`src/rtl/sysid_reader_pkg.sv`:
```
// Shared types and constants for the system-ID reader.
package sysid_reader_pkg;

  typedef enum logic [1:0] {
    StIdle = 2'd0,
    StRdId = 2'd1,
    StRdTs = 2'd2,
    StDone = 2'd3
  } state_e;

  localparam logic [31:0] SYSID_ID_OFS = 32'h0;
  localparam logic [31:0] SYSID_TS_OFS = 32'h4;

  localparam int unsigned CtrWidth = 16;

  function automatic logic is_read_state(input state_e s);
    return (s == StRdId) || (s == StRdTs);
  endfunction

endpackage

```
`src/rtl/sysid_reader_if.sv`:
```
// Avalon-MM read-only master/slave signal bundle.
interface sysid_reader_if;

  logic [31:0] avm_address;
  logic        avm_read;
  logic        avm_waitrequest;
  logic [31:0] avm_readdata;

  modport master (
    output avm_address,
    output avm_read,
    input  avm_waitrequest,
    input  avm_readdata
  );

  modport slave (
    input  avm_address,
    input  avm_read,
    output avm_waitrequest,
    output avm_readdata
  );

endinterface

```
`src/rtl/sysid_timeout_ctr.sv`:
```
// Stall counter for bus-probe masters: counts enabled cycles, flags the last allowed one.
module sysid_timeout_ctr #(
  parameter int unsigned Width = 16,
  parameter int unsigned Limit = 255
) (
  input  logic             clk,
  input  logic             reset,
  input  logic             clear,
  input  logic             enable,
  output logic [Width-1:0] count,
  output logic             expire
);

  localparam logic [Width-1:0] LastCount = Width'(Limit - 1);
  localparam logic [Width-1:0] One       = Width'(1);

  // Clear has priority so a fresh read always starts counting from zero.
  always_ff @(posedge clk) begin
    if (reset || clear) begin
      count <= '0;
    end else if (enable) begin
      count <= count + One;
    end
  end

  assign expire = enable && (count == LastCount);

endmodule

```
`src/rtl/sysid_reader.sv`:
```
// Reads the sysid ID word and build timestamp, compares them with the expected
// values and reports match/timeout results for the boot logic.
module sysid_reader
  import sysid_reader_pkg::*;
#(
  parameter logic [31:0] BASE_ADDR      = 32'h0000_0000,
  parameter logic [31:0] EXPECTED_ID    = 32'd896765832,
  parameter logic [31:0] EXPECTED_TS    = 32'd1309468710,
  parameter int unsigned TIMEOUT_CYCLES = 255,
  parameter bit          AUTO_START     = 1'b1
) (
  input  logic                  clk,
  input  logic                  reset,
  input  logic                  start,
  sysid_reader_if.master        avm,
  output logic                  busy,
  output logic                  done,
  output logic                  id_match,
  output logic                  ts_match,
  output logic                  timeout,
  output logic [31:0]           id_value,
  output logic [31:0]           ts_value
);

  state_e        state_q;
  logic          read_q;
  logic [31:0]   address_q;
  logic          busy_q;
  logic          done_q;
  logic          id_match_q;
  logic          ts_match_q;
  logic          timeout_q;
  logic [31:0]   id_value_q;
  logic [31:0]   ts_value_q;
  logic          auto_pending_q;

  logic                in_read;
  logic                stall;
  logic                accept;
  logic                ctr_clear;
  logic                expire;
  logic [CtrWidth-1:0] stall_count;

  // Handshake qualifiers; acceptance (waitrequest low) is never a stall, so it beats timeout.
  always_comb begin
    in_read   = is_read_state(state_q);
    stall     = in_read && avm.avm_waitrequest;
    accept    = in_read && !avm.avm_waitrequest;
    ctr_clear = !in_read || accept;
  end

  sysid_timeout_ctr #(
    .Width (CtrWidth),
    .Limit (TIMEOUT_CYCLES)
  ) u_timeout_ctr (
    .clk    (clk),
    .reset  (reset),
    .clear  (ctr_clear),
    .enable (stall),
    .count  (stall_count),
    .expire (expire)
  );

  // Main FSM with all outputs registered so the bus strobes are glitch-free.
  always_ff @(posedge clk) begin
    if (reset) begin
      state_q        <= StIdle;
      read_q         <= 1'b0;
      address_q      <= '0;
      busy_q         <= 1'b0;
      done_q         <= 1'b0;
      id_match_q     <= 1'b0;
      ts_match_q     <= 1'b0;
      timeout_q      <= 1'b0;
      id_value_q     <= '0;
      ts_value_q     <= '0;
      auto_pending_q <= AUTO_START;
    end else begin
      unique case (state_q)
        StIdle, StDone: begin
          if (start || auto_pending_q) begin
            state_q        <= StRdId;
            read_q         <= 1'b1;
            address_q      <= BASE_ADDR + SYSID_ID_OFS;
            busy_q         <= 1'b1;
            done_q         <= 1'b0;
            id_match_q     <= 1'b0;
            ts_match_q     <= 1'b0;
            timeout_q      <= 1'b0;
            id_value_q     <= '0;
            ts_value_q     <= '0;
            auto_pending_q <= 1'b0;
          end
        end
        StRdId: begin
          if (accept) begin
            // Go straight to the timestamp read without an idle cycle.
            id_value_q <= avm.avm_readdata;
            address_q  <= BASE_ADDR + SYSID_TS_OFS;
            state_q    <= StRdTs;
          end else if (expire) begin
            state_q    <= StDone;
            read_q     <= 1'b0;
            busy_q     <= 1'b0;
            done_q     <= 1'b1;
            timeout_q  <= 1'b1;
            id_match_q <= 1'b0;
            ts_match_q <= 1'b0;
          end
        end
        StRdTs: begin
          if (accept) begin
            ts_value_q <= avm.avm_readdata;
            state_q    <= StDone;
            read_q     <= 1'b0;
            busy_q     <= 1'b0;
            done_q     <= 1'b1;
            id_match_q <= (id_value_q == EXPECTED_ID);
            ts_match_q <= (avm.avm_readdata == EXPECTED_TS);
          end else if (expire) begin
            state_q    <= StDone;
            read_q     <= 1'b0;
            busy_q     <= 1'b0;
            done_q     <= 1'b1;
            timeout_q  <= 1'b1;
            id_match_q <= 1'b0;
            ts_match_q <= 1'b0;
          end
        end
        default: state_q <= StIdle;
      endcase
    end
  end

  // The count value itself is only observed through expire.
  logic unused_count;
  assign unused_count = ^stall_count;

  assign avm.avm_read    = read_q;
  assign avm.avm_address = address_q;
  assign busy            = busy_q;
  assign done            = done_q;
  assign id_match        = id_match_q;
  assign ts_match        = ts_match_q;
  assign timeout         = timeout_q;
  assign id_value        = id_value_q;
  assign ts_value        = ts_value_q;

endmodule

```
`src/flat_wrapper.sv`:
```
// flat-port wrapper written by rule: the top's interface ports become plain ports
module sysid_reader_flat import sysid_reader_pkg::*;
#(
  parameter logic [31:0] BASE_ADDR      = 32'h0000_0000,
  parameter logic [31:0] EXPECTED_ID    = 32'd896765832,
  parameter logic [31:0] EXPECTED_TS    = 32'd1309468710,
  parameter int unsigned TIMEOUT_CYCLES = 255,
  parameter bit          AUTO_START     = 1'b1
)
  (clk, reset, start, busy, done, id_match, ts_match, timeout, id_value, ts_value, avm_avm_address, avm_avm_read, avm_avm_waitrequest, avm_avm_readdata);
  sysid_reader_if avm_i ();
  input  logic clk;
  input  logic reset;
  input  logic start;
  output logic busy;
  output logic done;
  output logic id_match;
  output logic ts_match;
  output logic timeout;
  output logic [31:0] id_value;
  output logic [31:0] ts_value;
  output wire logic [$bits(avm_i.avm_address)-1:0] avm_avm_address;
  output wire logic [$bits(avm_i.avm_read)-1:0] avm_avm_read;
  input wire logic [$bits(avm_i.avm_waitrequest)-1:0] avm_avm_waitrequest;
  input wire logic [$bits(avm_i.avm_readdata)-1:0] avm_avm_readdata;
  assign avm_avm_address = avm_i.avm_address;
  assign avm_avm_read = avm_i.avm_read;
  assign avm_i.avm_waitrequest = avm_avm_waitrequest;
  assign avm_i.avm_readdata = avm_avm_readdata;
  sysid_reader #(.BASE_ADDR(BASE_ADDR), .EXPECTED_ID(EXPECTED_ID), .EXPECTED_TS(EXPECTED_TS), .TIMEOUT_CYCLES(TIMEOUT_CYCLES), .AUTO_START(AUTO_START)) u_core (.clk(clk), .reset(reset), .start(start), .avm(avm_i), .busy(busy), .done(done), .id_match(id_match), .ts_match(ts_match), .timeout(timeout), .id_value(id_value), .ts_value(ts_value));
endmodule
```
`config.mk`:
```
export PLATFORM = sky130hd
export DESIGN_NAME = sysid_reader_flat
export DESIGN_NICKNAME = d
export VERILOG_FILES = /design/src/rtl/sysid_reader_pkg.sv /design/src/rtl/sysid_reader_if.sv /design/src/rtl/sysid_timeout_ctr.sv /design/src/rtl/sysid_reader.sv /design/src/flat_wrapper.sv
export SDC_FILE = /design/constraint.sdc
export NUM_CORES = 1
export LEC_CHECK = 0
export CAP_MARGIN = 10
export CORE_UTILIZATION = 45
export CTS_CLUSTER_SIZE = 16
export DETAILED_ROUTE_END_ITERATION = 8
export GPL_TIMING_DRIVEN = 0
export PLACE_DENSITY = 0.91
export SYNTH_ARGS = -nofsm -noshare
export SYNTH_HDL_FRONTEND = slang
export SYNTH_SLANG_ARGS = --single-unit
```
`constraint.sdc`:
```
create_clock -name clk -period 2.6 [get_ports clk]
set_clock_uncertainty 0.2 [all_clocks]
set_input_delay 0.52 -clock clk [delete_from_list [all_inputs] [get_ports clk]]
set_output_delay 0.52 -clock clk [all_outputs]
set_load 0.005 [all_outputs]
```
Word-level counts from Yosys, hierarchy flattened

Index checks and enable logic that the tools add are counted.

Register bits: 121
Output and inout bits: 102

Add/subtract/negate cells: 1
Eq/ne operators: 12
Mux-type cells: 36
Reductions and logical operators: 19

Operator list:

| cell                    | number |
|---|---|
| $pmux W32 S2            | 3 |
| $mux W32                | 3 |
| $eq A32 B30 Y1 const B  | 1 |
| $eq A32 B31 Y1 const B  | 1 |
| $mux W1                 | 19 |
| $add A16 B1 Y16 const B | 1 |
| $eq A16 B8 Y1 const B   | 1 |
| $pmux W1 S3             | 5 |
| $reduce_and A3 Y1       | 3 |
| $mux W2                 | 4 |
| $ne A2 B1 Y1 const B    | 4 |
| $pmux W2 S3             | 1 |
| $eq A2 B2 Y1 const B    | 2 |
| $logic_or A1 B1 Y1      | 4 |
| $ne A2 B2 Y1 const B    | 2 |
| $reduce_and A2 Y1       | 2 |
| $reduce_bool A2 Y1      | 2 |
| $reduce_or A2 Y1        | 2 |
| $logic_and A1 B1 Y1     | 3 |
| $eq A2 B1 Y1 const B    | 1 |
| $logic_not A1 Y1        | 2 |
| $logic_not A2 Y1        | 1 |
| $pmux W1 S2             | 1 |

Depth between registers and ports, before layout

Depth in word-level cells: 7
Mapped depth: 9

Modules after synthesis

Synthesis repeated with hierarchy kept, for this count alone.

Cell total of the unflattened synthesis: 416
Area, all modules: 3,803.6 sq um

Modules (own cells, without submodules):

| module            | times used | cells an instance | area each (sq um) | seq. area each (sq um) |
|---|---|---|---|---|
| sysid_reader      | 1          | 328               | 3,039.2           | 1,481.4 |
| sysid_timeout_ctr | 1          | 88                | 764.5             | 320.3 |

Worst setup path before layout

Ideal clock, no wire load.

Path type: register to register
Start: register u_core.state_q[0]
End: register u_core.u_timeout_ctr.count[15]
Setup time: 0.070 ns
Arrival time: 1.943 ns
Data required time: 2.330 ns
Setup slack: 0.387 ns
Cell stages (with the launch flop): 8
Period minus slack after synthesis: 2.213 ns
Path through: dfxtp_1 inv_1 ha_1 buf_6 nand3b_4 or4_4 or3_1 a21oi_1

Longest elaborated chain between the ends: 5
Elaborated cells on any way between the ends: 8

RTL lines:

| what                                                    | RTL line                               | text |
|---|---|---|
| from (decl)                                             | sysid_reader.sv:25                     | `state_e state_q;` |
| from (signal assigned)                                  | sysid_reader.sv:67                     | `state_q <= StIdle;` |
| from (signal assigned)                                  | sysid_reader.sv:82                     | `state_q <= StRdId;` |
| from (signal assigned)                                  | sysid_reader.sv:100                    | `state_q <= StRdTs;` |
| $eq A2 B1 Y1 or $eq A2 B2 Y1 (tied branches)            | sysid_reader_pkg.sv:17                 | `return (s == StRdId) \|\| (s == StRdTs);` |
| $logic_or A1 B1 Y1 (*)                                  | sysid_reader_pkg.sv:17                 |  |
| $logic_not A1 Y1 or $logic_and A1 B1 Y1 (tied branches) | sysid_reader.sv:49, sysid_reader.sv:48 |  |
| $logic_or A1 B1 Y1                                      | sysid_reader.sv:49                     | `ctr_clear = !in_read \|\| accept;` |
| $logic_or A1 B1 Y1                                      | sysid_timeout_ctr.sv:19                | `if (reset \|\| clear) begin` |
| to (signal assigned)                                    | sysid_timeout_ctr.sv:22                | `count <= count + One;` |
| to (decl)                                               | sysid_timeout_ctr.sv:10                | `output logic [Width-1:0] count,` |

Mark *: on every way between the ends. The rest lies on a longest branch, timed or not.
A chain may end at the register's enable or synchronous reset.

Worst setup path in the final report

Start: register u_core.state_q[0]
End: register u_core.id_value_q[5], in the netlist u_core.id_value[5]

Longest elaborated chain between the ends: 5
Elaborated cells on any way between the ends: 12

RTL lines:

| what                                         | RTL line                                   | text |
|---|---|---|
| $eq A2 B1 Y1 or $eq A2 B2 Y1 (tied branches) | sysid_reader_pkg.sv:17, sysid_reader.sv:79 |  |
| $logic_or A1 B1 Y1                           | sysid_reader_pkg.sv:17                     |  |
| $logic_and A1 B1 Y1                          | sysid_reader.sv:48                         | `accept = in_read && !avm.avm_waitrequest;` |
| $ne A2 B1 Y1 (no line)                       | -                                          |  |
| $reduce_and A3 Y1 (no line)                  | -                                          |  |
| to (signal assigned)                         | sysid_reader.sv:98                         | `id_value_q <= avm.avm_readdata;` |
| to (decl)                                    | sysid_reader.sv:33                         | `logic [31:0] id_value_q;` |

Parallel ways exist; a longest one is shown, timed or not.

==> key figures <==
Power
  – Switching power: 0.000803 W
  – Power Total: 0.00298 W
  – LEAKAGE: 1.95 nW
  – Sw frac: 26.9%
  – Logic gate share of total power: 14.7%
  – Clk pwr share: 37.5%
  – Pwr dens: 557 mW/mm^2
  – Worst VDD drop: 357 uV
  – Sequential power share: 47.8%
  – Internal: 0.00218 W

Yosys
  – Post-Syn Area: 0.00380 sq mm
  – Mapped Cells: 420
  – Synth Area in Simple Gates: 21.4%
  – Top-count cell post-synth: dfxtp_1
  – Share of synthesized registers carrying an async set or reset: 0%
  – Post-synthesis compound-gate area fraction: 18.1%
  – Dominant synthesized flop cell: dfxtp_1
  – Post-synth EDFFs: 0
  – Mux share of post-synthesis cell area: 0%
  – Synth Register Bits: 90
  – Post-synth top area share: 47.4%
  – Top cells by area, synth: dfxtp_1 47%, a22oi_1 13%, nor2_1 7.8%
  – Synth Area in XOR/XNOR: 1.61%
  – Sequential fraction of the synthesis area: 47.4%
  – Post-synthesis adder-cell area fraction: 1.32%
  – Mapped Avg Cell Area: 9.06 sq um
  – Synth cell count leaders: 90 x dfxtp_1, 79 x nor2_1, 64 x a22oi_1
  – Yosys top cell by area: dfxtp_1
  – Netlist cell types: 45
  – Synth warn: 0
  – Main combinational cell family by area after synthesis: simple AND/OR/NAND/NOR gates

Timing
  – Final hold vios: 0
  – Hold_ws: 0.265 ns
  – Minimum clock period: 2.41 ns
  – Max Slew Vio Count: 0
  – Slew @ Worst Pin: 0.537 ns
  – Count of final setup violators: 0
  – TNS Setup: 0 ns
  – Worst slew margin: 63.9%
  – Period utilization: 92.7%
  – RSZ-0062 raised after global routing: false
  – Fmax: 415 MHz

CTS
  – CTS root buffer: clkbuf_8
  – CTS tree: done
  – Post CTS Setup Buffer Count: 0
  – Clock buffer depth: 2
  – Clock tree sinks: 90
  – Clk pin slew, worst setup/hold paths: 0.10 ns
  – CTS Buf Count: 9
  – Worst-Skew Late Latency: 0.36 ns
  – H-tree Lvls: 3

Detailed routing
  – Post-DR vias/cell: 5.47
  – Initial drt markers: 238
  – DRT Pass-1 Iters: 5
  – Antenna Nets Post-Route: 0
  – Final WL: 10,800 microns
  – Via Count: 3,695
  – Drt wl/cell: 16.0 microns
  – DRC: 0

Layout
  – Layout filler cell count: 611
  – N_diodes: 0
  – Final Util: 65.1%
  – Final #Nets: 606
  – Share of cells above drive strength 1: 12.8%
  – Non-filler cells, final: 676
  – Area Growth Syn to Fin: 40.7%

Placement
  – RePlAce Congestion: 0.886
  – Placed Cells: 660
  – DP Wirelength: 7800 microns
  – I/O Buffers: 105

Worst setup path
  – WP data required: 2.64 ns
  – Slowest stage delay, CP: 0.39 ns
  – CP Launch Type: flop
  – CP arrival: 2.45 ns
  – Kind of critical path: flop to flop
  – Reg-to-Reg Start: u_core.state_q[0]$_SDFFE_PP0P_
  – CP startpoint: u_core.state_q[0]$_SDFFE_PP0P_
  – Worst Path Max Fanout: 10
  – Slowest-stage cell, CP: dfxtp_1
  – CP cell instances: inv_1 > ha_1 > buf_6 > clkbuf_1 > nor2b_1 > o21ai_2 > buf_2 > a22oi_1 > nor2_1
  – CP Capture Type: flop

Global routing
  – Largest net degree at the start of global routing: 17
  – Antenna violations before repair: 0
  – Total gr overflow: 0
  – First-pass GRT wire length: 17,300 microns
  – Vias in the first global route: 3,590
  – Total track usage: 25.3%

Floorplanning
  – Core ar.: 0.00822 sq mm
  – Die Span X: 93.9 microns
  – I/O pin cnt: 138
  – Std cell rows: 33
  – Die Y: 93.9 microns
  – Initial core utilization: 46.3%
  – Die area: 0.00882 sq mm

Flow run
  – Max Cap Viol: 0

Status
  – Run status: completed

Worst hold path
  – Worst hold start: u_core.auto_pending_q$_SDFFE_PP1P_
  – HP Class: flop to flop
[worst paths after layout]
kind / to / slack, ns / cells after the start
max: u_core.id_value[5]$_SDFFE_PP0P_ / 0.19 / 9
min: u_core.auto_pending_q$_SDFFE_PP1P_ / 0.27 / 1
max reg2reg: u_core.id_value[5]$_SDFFE_PP0P_ / 0.19 / 9
min reg2reg: u_core.auto_pending_q$_SDFFE_PP1P_ / 0.27 / 1
[worst max-delay path: cells and delay by family, from the launching register on]
kind,cells,cell delay (ns)
DFF,1,0.39
AOI/OAI and AO/OA,2,0.30
and+or+nand+nor,2,0.30
buffers and inverters,4,0.80
adders and majority gates,1,0.30
[flip-flops by register name, indices dropped and copies added, names as in the netlist, 2 cells and up]
| name | count |
|---|---|
| u_core.id_value | 32 |
| u_core.state_q | 2 |
| u_core.ts_value | 32 |
| u_core.u_timeout_ctr.count | 16 |
[placed cells by master, fill, tap and decap left out, types with 4 or more instances in the layout]
cell             instances
clkdlybuf4s50_1        105
buf_4                   31
nor2_1                  79
o21ai_0                  7
ha_1                     4
a22oi_1                 64
buf_2                    7
dfxtp_1                 90
xnor2_1                  6
clkbuf_8                10
or3_1                    5
nand2b_1                 4
inv_1                   10
or2_2                    4
clkbuf_1                18
nand4_1                  5
a21oi_1                 14
nor4_1                   7
nand3_1                  7
conb_1                  31
nand2_1                 10
nand4b_1                 4
[cell families after synthesis]
kind of cell	Yosys count
compound gates	98
xor+xnor	7
fa+ha+maj	4
buf+inv	67
flops	90
other cells	1
simple gates	153
[final cells by class]
cell class	instances	area (sq um)	area share, %
plain buffers	57	347	6.47
clock buffers	10	138	2.57
clock inverters	6	96.3	1.80
inverters	10	37.5	0.701
multi-input cells	293	1750	32.7
flip-flops and latches	90	1800	33.7
well taps	105	131	2.45
repair buffers	105	1050	19.6
[metal layers]
layer	global-route usage, %	vias to the layer above	share of wire [%]	routed length (microns)
li1	-	1734	-	-
met1	29.4	1735	40	4350
met2	43.2	204	49	5290
met3	6.63	22	9.1	985
met4	11.5	0	1.9	203
met5	0	-	0	0
[what timing repair did]
item | 4_1_cts | 5_1_grt
setup endpoints to repair | 0 | 28
hold endpoints to repair | 0 | 0
gates resized for setup | 0 | 4
hold buffers | 0 | 0
[power groups by stage]
| stage | Clock (W) | Combinational [W] | Sequential (W) |
|---|---|---|---|
| finish | 0.00112 | 0.000437 | 0.00143 |
| global route | 0.00117 | 0.000476 | 0.00143 |
| CTS | 0.00111 | 0.000424 | 0.00143 |
| detailed placement | 0 | 0.000421 | 0.00146 |
| global placement | 0 | 0.000407 | 0.00146 |
| floorplan | 0 | 0.000247 | 0.00145 |
[stage by stage]
step,setup slack [ns],instance area (sq um)
after floorplan,0.388,3920
after global placement,0.0218,5100
after detailed placement,0.0144,5100
after CTS,0.113,5330
after global routing,0.0499,5350
final,0.190,5350
Power figures use the tool's default switching activity.
